$ cat src/rtl/ex_stage_pkg.sv
// Shared definitions for the execute stage: opcodes, forward selects,
// multiplier FSM states, the EX/MEM register layout and the operand mux.
package ex_stage_pkg;

    localparam logic [5:0] OP_NOP  = 6'h00;
    localparam logic [5:0] OP_ADD  = 6'h01;
    localparam logic [5:0] OP_SUB  = 6'h02;
    localparam logic [5:0] OP_AND  = 6'h03;
    localparam logic [5:0] OP_OR   = 6'h04;
    localparam logic [5:0] OP_SLT  = 6'h05;
    localparam logic [5:0] OP_ADDI = 6'h06;
    localparam logic [5:0] OP_LDW  = 6'h07;
    localparam logic [5:0] OP_SDW  = 6'h08;
    localparam logic [5:0] OP_BEQ  = 6'h09;
    localparam logic [5:0] OP_JUMP = 6'h0A;
    localparam logic [5:0] OP_MUL  = 6'h0B;

    localparam logic [2:0] FWD_REG = 3'd0;
    localparam logic [2:0] FWD_EX  = 3'd1;
    localparam logic [2:0] FWD_WB  = 3'd2;

    typedef enum logic [1:0] {MUL_IDLE, MUL_BUSY, MUL_DONE} mul_state_t;

    typedef struct packed {
        logic        valid;
        logic [31:0] res;
        logic [31:0] rt;
        logic [4:0]  rwd;
        logic [5:0]  opcode;
        logic        taken;
    } ex_out_t;

    // Unused select codes fall back to the register-file value.
    function automatic logic [31:0] fwd_sel(input logic [2:0] sel, input logic [31:0] rf,
                                            input logic [31:0] ex, input logic [31:0] wb);
        case (sel)
            FWD_EX:  return ex;
            FWD_WB:  return wb;
            default: return rf;
        endcase
    endfunction

endpackage

$ cat src/rtl/ex_mul_iter.sv
// Iterative shift-add multiplier: one multiplier bit per BUSY cycle, then a
// single DONE cycle presenting the low 32 bits of the product.
module ex_mul_iter
    import ex_stage_pkg::*;
#(
    parameter int MUL_CYCLES = 32
) (
    input  logic        clk,
    input  logic        rst_n,
    input  logic        start,
    input  logic [31:0] a,
    input  logic [31:0] b,
    output logic        idle,
    output logic        busy,
    output logic        done,
    output logic [31:0] result
);

    localparam int CW = (MUL_CYCLES > 1) ? $clog2(MUL_CYCLES) : 1;

    mul_state_t  state_q, state_d;
    logic [31:0] a_q, b_q, acc_q;
    logic [CW-1:0] cnt_q;

    always_ff @(posedge clk or negedge rst_n) begin
        if (!rst_n) state_q <= MUL_IDLE;
        else        state_q <= state_d;
    end

    always_comb begin
        state_d = state_q;
        case (state_q)
            MUL_IDLE: if (start) state_d = MUL_BUSY;
            MUL_BUSY: if (cnt_q == CW'(MUL_CYCLES - 1)) state_d = MUL_DONE;
            MUL_DONE: state_d = MUL_IDLE;
            default:  state_d = MUL_IDLE;
        endcase
    end

    always_ff @(posedge clk or negedge rst_n) begin
        if (!rst_n) begin
            a_q   <= '0;
            b_q   <= '0;
            acc_q <= '0;
            cnt_q <= '0;
        end else if (state_q == MUL_IDLE && start) begin
            a_q   <= a;
            b_q   <= b;
            acc_q <= '0;
            cnt_q <= '0;
        end else if (state_q == MUL_BUSY) begin
            if (b_q[0]) acc_q <= acc_q + a_q;
            a_q   <= a_q << 1;
            b_q   <= b_q >> 1;
            cnt_q <= cnt_q + 1'b1;
        end
    end

    assign idle   = (state_q == MUL_IDLE);
    assign busy   = (state_q == MUL_BUSY);
    assign done   = (state_q == MUL_DONE);
    assign result = acc_q;

endmodule

$ cat src/rtl/ex_stage.sv
// Execute stage: operand forwarding, ALU / address / BEQ evaluation and the
// EX/MEM register. Define MUL_EN to build in the iterative multiplier.
module ex_stage
    import ex_stage_pkg::*;
#(
    parameter int MUL_CYCLES = 32
) (
    input  logic        clk,
    input  logic        rst_n,
    input  logic        in_valid,
    input  logic [31:0] imm_in,
    input  logic [31:0] val_rs_in,
    input  logic [31:0] val_rt_in,
    input  logic [4:0]  rwd_in,
    input  logic [5:0]  opcode_in,
    input  logic [2:0]  rs_fwd,
    input  logic [2:0]  rt_fwd,
    input  logic [31:0] wb_fwd_in,
    output logic        stall_out,
    output logic        out_valid,
    output logic [31:0] alu_res_out,
    output logic [31:0] val_rt_out,
    output logic [4:0]  rwd_out,
    output logic [5:0]  opcode_out,
    output logic        branch_taken
);

    logic [31:0] op_a, op_b, alu_res, last_res;
    logic        taken;
    ex_out_t     nxt;

    assign op_a = fwd_sel(rs_fwd, val_rs_in, last_res, wb_fwd_in);
    assign op_b = fwd_sel(rt_fwd, val_rt_in, last_res, wb_fwd_in);

    always_comb begin
        alu_res = '0;
        taken   = 1'b0;
        case (opcode_in)
            OP_ADD:                  alu_res = op_a + op_b;
            OP_SUB:                  alu_res = op_a - op_b;
            OP_AND:                  alu_res = op_a & op_b;
            OP_OR:                   alu_res = op_a | op_b;
            OP_SLT:                  alu_res = {31'd0, $signed(op_a) < $signed(op_b)};
            OP_ADDI, OP_LDW, OP_SDW: alu_res = op_a + imm_in;
            OP_BEQ: begin
                alu_res = op_a - op_b;
                taken   = (op_a == op_b);
            end
            default:                 alu_res = '0;
        endcase
    end

`ifdef MUL_EN
    logic        mul_start, mul_idle, mul_busy, mul_done;
    logic [31:0] mul_res, cap_rt;
    logic [4:0]  cap_rwd;

    // Stall rises combinationally in the accept cycle so decode holds the MUL.
    assign mul_start = in_valid && (opcode_in == OP_MUL) && mul_idle;
    assign stall_out = mul_start || mul_busy;

    ex_mul_iter #(.MUL_CYCLES(MUL_CYCLES)) u_mul (
        .clk    (clk),
        .rst_n  (rst_n),
        .start  (mul_start),
        .a      (op_a),
        .b      (op_b),
        .idle   (mul_idle),
        .busy   (mul_busy),
        .done   (mul_done),
        .result (mul_res)
    );

    always_ff @(posedge clk or negedge rst_n) begin
        if (!rst_n) begin
            cap_rt  <= '0;
            cap_rwd <= '0;
        end else if (mul_start) begin
            cap_rt  <= op_b;
            cap_rwd <= rwd_in;
        end
    end
`else
    assign stall_out = 1'b0;
`endif

    always_comb begin
        nxt = '0;
`ifdef MUL_EN
        // DONE wins over the still-held MUL on the inputs.
        if (mul_done) begin
            nxt.valid  = 1'b1;
            nxt.res    = mul_res;
            nxt.rt     = cap_rt;
            nxt.rwd    = cap_rwd;
            nxt.opcode = OP_MUL;
        end else if (in_valid && !stall_out) begin
`else
        if (in_valid) begin
`endif
            nxt.valid  = 1'b1;
            nxt.res    = alu_res;
            nxt.rt     = op_b;
            nxt.rwd    = rwd_in;
            nxt.opcode = opcode_in;
            nxt.taken  = taken;
        end
    end

    always_ff @(posedge clk or negedge rst_n) begin
        if (!rst_n) begin
            out_valid    <= 1'b0;
            alu_res_out  <= '0;
            val_rt_out   <= '0;
            rwd_out      <= '0;
            opcode_out   <= OP_NOP;
            branch_taken <= 1'b0;
            last_res     <= '0;
        end else begin
            out_valid    <= nxt.valid;
            alu_res_out  <= nxt.res;
            val_rt_out   <= nxt.rt;
            rwd_out      <= nxt.rwd;
            opcode_out   <= nxt.opcode;
            branch_taken <= nxt.taken;
            if (nxt.valid && nxt.rwd != 5'd0) last_res <= nxt.res;
        end
    end

endmodule

$ cat config.mk
export PLATFORM = sky130hd
export DESIGN_NAME = ex_stage
export DESIGN_NICKNAME = d
export VERILOG_FILES = /design/src/rtl/ex_stage_pkg.sv /design/src/rtl/ex_mul_iter.sv /design/src/rtl/ex_stage.sv
export SDC_FILE = /design/constraint.sdc
export NUM_CORES = 1
export LEC_CHECK = 0
export CORE_UTILIZATION = 55
export DETAILED_ROUTE_END_ITERATION = 7
export PLACE_DENSITY = 0.84
export SYNTH_ARGS = -nofsm -noshare
export SYNTH_HDL_FRONTEND = slang
export SYNTH_SLANG_ARGS = --single-unit
$ cat constraint.sdc
create_clock -name clk -period 4.4 [get_ports clk]
set_input_delay 0.88 -clock clk [delete_from_list [all_inputs] [get_ports clk]]
set_output_delay 0.88 -clock clk [all_outputs]
set_load 0.02 [all_outputs]
Word level (Yosys, flattened, before mapping)
Index checks and enable logic that the tools add are counted.

word-level totals
  bits of input ports = 148
  output and inout bits = 78
  flip-flop bits (word level) = 109

cells by class
  add/sub/neg operators = 3
  reduce and logical (&&, ||, !) cells = 4
  equality and inequality tests = 14
  order comparisons = 1
  bitwise operators = 2
  mux-type cells = 5

operator list
  operator                                       count
  case mux 32 bit (6 select lines)               1
  case mux 32 bit (2 select lines)               2
  2-to-1 mux 77 bit                              1
  adder 32 bit                                   2
  AND 32 bit                                     1
  == test 32 bit                                 1
  less-than comparator 32 bit                    1
  OR 32 bit                                      1
  subtractor 32 bit                              1
  == test 6 x 3 -> 1 bit, second input constant  4
  == test 6 x 2 -> 1 bit, second input constant  2
  == test 6 x 4 -> 1 bit, second input constant  2
  == test 3 x 1 -> 1 bit, second input constant  2
  == test 3 x 2 -> 1 bit, second input constant  2
  == test 6 x 1 -> 1 bit, second input constant  1
  nonzero test 5 bit                             1
  OR reduction 3 bit                             1
  OR reduction 2 bit                             1
  logical AND 1 bit                              1
  2-to-1 mux 1 bit                               1

Logic depth before layout (Yosys ltp)
  word-level depth = 7
  depth in mapped cells = 24
  depth with buffers taken out = 19

Worst setup path before layout
No wires, ideal clock.

  kind = input port to flip-flop
  from = in rt_fwd[1]
  to = reg last_res[30]
  stages on the path = 23
  data required time = 4,274 ps
  arrival time = 5,256 ps
  buffers on the path = 5
  library setup time = 126 ps
  slack = -982 ps
  cell sequence = buf_6 -> buf_6 -> buf_4 -> clkbuf_1 -> clkbuf_1 -> a21oi_1 -> o22ai_1 -> a21oi_1 -> inv_1 -> o21ai_0 -> ha_1 -> fa_1 -> a211oi_1 -> o21ai_0 -> a211oi_1 -> nor3b_1 -> o311ai_2 -> o2111ai_2 -> a32oi_2 -> nor3b_1 -> a211o_1 -> a211oi_2 -> o21ai_1

on the way
  cells in the longest elaborated chain, start to end = 5
  elaborated cells on any way between the ends = 9
  those cells by class = add/sub (2); eq/ne (2); mux (3); bitwise (2)

RTL lines
  element                                                                  RTL line                        text
  start: declaration                                                       ex_stage.sv:17                  input logic [2:0] rt_fwd,
  == test 3 x 2 -> 1 bit / == test 3 x 1 -> 1 bit (equally long branches)  ex_stage_pkg.sv:36              case (sel)
  case mux 32 bit (2 select lines) (*)                                     ex_stage_pkg.sv:36
  subtractor 32 bit (tied with other cells)                                ex_stage.sv:40, ex_stage.sv:46
  case mux 32 bit (6 select lines) (*)                                     ex_stage.sv:38                  case (opcode_in)
  2-to-1 mux 77 bit (*)                                                    ex_stage.sv:99                  if (in_valid) begin
  end signal: assignment                                                   ex_stage.sv:126                 if (nxt.valid && nxt.rwd != 5'd0) last_res <= nxt.res;
  end: declaration                                                         ex_stage.sv:28                  logic [31:0] op_a, op_b, alu_res, last_res;

Every way passes the cells marked *; elsewhere a longest branch is shown, timed or not.
A chain may end at the register's enable or synchronous reset.

==> results by group <==
Worst setup path
  • Flop2flop setup slack: 380 ps
  • Critical path type: input port to flip-flop
  • CP Cell Sequence: clkdlybuf4s50_1 > nor2_1 > a21oi_1 > o22ai_1 > a21oi_1 > buf_4 > inv_1 > o21ai_0 > ha_1 > a21o_1 > a21o_1 > maj3_2 > a211oi_4 > o2111ai_4 > a32oi_2 > nor3b_2 > a211o_1 > a211oi_2 > nor2_1
  • Crit path max fanout: 3
  • Critical path required time: 4640 ps
  • Critical Path Source Type: input port
  • WP data arrival: 4840 ps
  • Crit. End Element: flip-flop
  • CP top delay family: compound AO/OA/AOI/OAI gates
  • Slowest cell on crit path: clkdlybuf4s50_1
  • Crit path largest cell delay: 480 ps
  • Worst path buffer plus inverter count: 3

Power
  • PwrDens: 269 nW/um^2
  • Sequential power share: 21.6%
  • Internal: 2.82 mW
  • P_sw: 2.02 mW
  • Clock share of power: 18.7%
  • Static Leakage: 8.11 nW
  • VDD IR max: 0.233 mV
  • Logic pwr share: 59.7%
  • Sw Ratio: 41.8%
  • Total power: 4.85 mW

Floorplanning
  • Starting Density: 56.8%
  • DIE AREA: 22,700 sq um
  • Core area: 21,400 sq um
  • Die height: 151 um
  • Num rows: 53
  • Top-Level Pins: 226
  • Die W: 151 um

Timing
  • Final Max Slew Viols: 0
  • Tcrit/Tclk final: 104%
  • RSZ-0062 raised after global routing: true
  • Final Hold Fails: 0
  • Max_slew headroom: 38.3%
  • Clock Skews: 12.7 ps
  • Slew of the pin with the lowest slew margin: 925 ps
  • Clock period minus worst slack: 4590 ps
  • Fmax: 218 MHz
  • Final setup fails: 15
  • Final worst slack: -194 ps

Clock tree
  • Clock latency on the worst-skew pair: 380 ps
  • Clock sinks: 109
  • Root Buffer: clkbuf_16
  • CTS clock-pin slew for the worst setup and hold paths: 80 ps
  • Clk buf depth: 2
  • CTS tree: done
  • H-tree Lvls: 3
  • Number of buffers created by CTS: 9

Yosys
  • Yosys reg bits: 109
  • Largest area contributor in the netlist: dfrtp_1
  • Synthesized area: 12,100 sq um
  • Mean Syn Cell Area: 7.31 sq um
  • Cell with the most instances after synthesis: nor2_1
  • Post-synth top cells: nor2_1 (317), a21oi_1 (175), nand2_1 (166)
  • EDFF count, synth: 0
  • Synth async-reset ratio: 100%
  • Syn. warnings: 0
  • Top FF cell, synth: dfrtp_1
  • Mapped Cells: 1,661
  • Syn_nets: 1,883
  • Seq/Total Area, Yosys: 22.5%
  • Cell variety after synth: 104
  • Yosys top cell area share: 22.5%
  • Top cells by area, synth: dfrtp_1 (22%), nor2_1 (9.8%), ha_1 (7.4%)

Global routing
  • Vias in the first global route: 14.2k
  • Total gr overflow: 0
  • Largest net degree at the start of global routing: 44
  • First-pass GRT wire length: 74.6 mm
  • Total GRT Usage: 43.1%
  • Initial antenna violation count: 0

Outcome
  • Failing checks: negative setup slack
  • Outcome: complete, but fails checks

Final layout
  • Diodes inserted: 0
  • Share of cells above drive strength 1: 27.0%
  • NumNets Final: 2,362
  • Final Util: 84.3%
  • Area grow syn2layout: 48.4%

Drt
  • Avg Vias per Cell: 6.38
  • Post-detailed-route wirelength per cell: 21.5 um
  • Routed Antenna Nets: 0
  • Drc violations: 0
  • Final WL: 52.1 mm
  • Initial DRT Pass Iterations: 7
  • DRT iter0 DRCs: 1,889
  • Vias: 15.4k

Placed design
  • Routability cong.: 1.02
  • Hpwl dp: 37.5 mm
  • # port buffers: 224

Run
  • Max-cap violations: 0

Worst hold path
  • Hold crit path type: input port to asynchronous set/reset pin
-- worst register-to-register path, delay by kind of cell, from the launching register on --
family | cells | cell delay [ps]
AO/OA/AOI/OAI | 10 | 2300
adder cells (fa/ha/maj) | 2 | 530
AND/OR/NAND/NOR | 5 | 490
flip-flops | 1 | 400
buffers and inverters | 2 | 180
-- metal layers --
layer | vias up | wire length, um | GRT usage, %
met1 | 7189 | 19900 | 55.8
li1 | 6890 | - | -
met3 | 259 | 5840 | 6.82
met5 | - | 0 | 0
met2 | 1093 | 23400 | 69.6
met4 | 0 | 2980 | 21.3
-- worst paths after layout --
check                         startpoint              end  cells past startpoint
setup / recovery           wb_fwd_in[15]  alu_res_out[30]                     19
hold / removal                     rst_n    opcode_out[4]                      1
setup reg to reg             last_res[0]  alu_res_out[30]                     19
hold reg to reg              last_res[1]      last_res[1]                      2
max in group asynchronous          rst_n  alu_res_out[30]                      2
min in group clk             last_res[1]      last_res[1]                      2
-- registers in the layout (all words and copies together) (netlist names) --
name          cells
out_valid         1
alu_res_out      32
branch_taken      1
last_res         32
val_rt_out       32
rwd_out           5
opcode_out        6
-- timing repair --
action | CTS | global route
gates cloned | 0 | 1
endpoints found under the hold margin | 0 | 0
buffers inserted | 24 | 16
resized for setup | 80 | 119
hold buffers | 0 | 0
endpoints found under the setup margin | 37 | 42
pin swaps | 52 | 72
-- cell usage in the layout (no fill, tap or decap), types with 21 or more instances in the layout --
cell,Yosys,layout
nand3_1,26,23
o21ai_0,76,58
and2_1,25,23
buf_4,10,341
ha_1,72,61
a21o_1,29,29
nor2_1,317,308
inv_1,57,45
dfrtp_1,109,109
clkdlybuf4s50_1,0,190
xnor2_1,53,51
o22ai_1,39,37
o211ai_1,39,39
a21oi_2,0,21
nand2b_1,24,23
a21oi_1,175,152
nand2_1,166,162
-- cell type report --
type / count / area [sq um]
Fill cell: 1307 / 3340
Timing Repair Buffer: 582 / 5060
Multi-Input combinational cell: 1380 / 9350
Clock inverter: 7 / 80.1
Clock buffer: 9 / 225
Inverter: 58 / 221
Sequential cell: 109 / 2730
Tap cell: 275 / 344
-- stage by stage --
stage	std cells	instance area, sq um	setup TNS (ps)	worst slack, ps	hold WS, ps
2_1_floorplan	1661	12500	-2550	-374	463
3_3_place_gp	2364	16700	-21270	-741	481
3_5_place_dp	2364	16700	-25070	-846	485
4_1_cts	2404	17300	-605	-185	503
5_1_grt	2420	18000	-2810	-309	539
6_report	2420	18000	-1140	-194	502
-- logic make-up after synthesis --
logic type	synth area share, %
AND/OR/NAND/NOR	24.7
AO/OA/AOI/OAI	30.8
buffers and inverters	6.86
flip-flops	22.5
adder cells (fa/ha/maj)	8.78
XOR/XNOR	5.04
multiplexers	1.31
other	0.0309
-- power by group through the flow --
stage | Combinational, mW | Sequential, mW | Clock [mW]
6_report | 2.89 | 1.05 | 0.908
5_1_grt | 3.05 | 1.05 | 0.942
4_1_cts | 2.57 | 1.05 | 0.906
3_5_place_dp | 2.46 | 1.07 | 0
3_3_place_gp | 2.40 | 1.07 | 0
2_1_floorplan | 1.38 | 1.10 | 0
No activity file was read; power rests on OpenSTA's default activity.
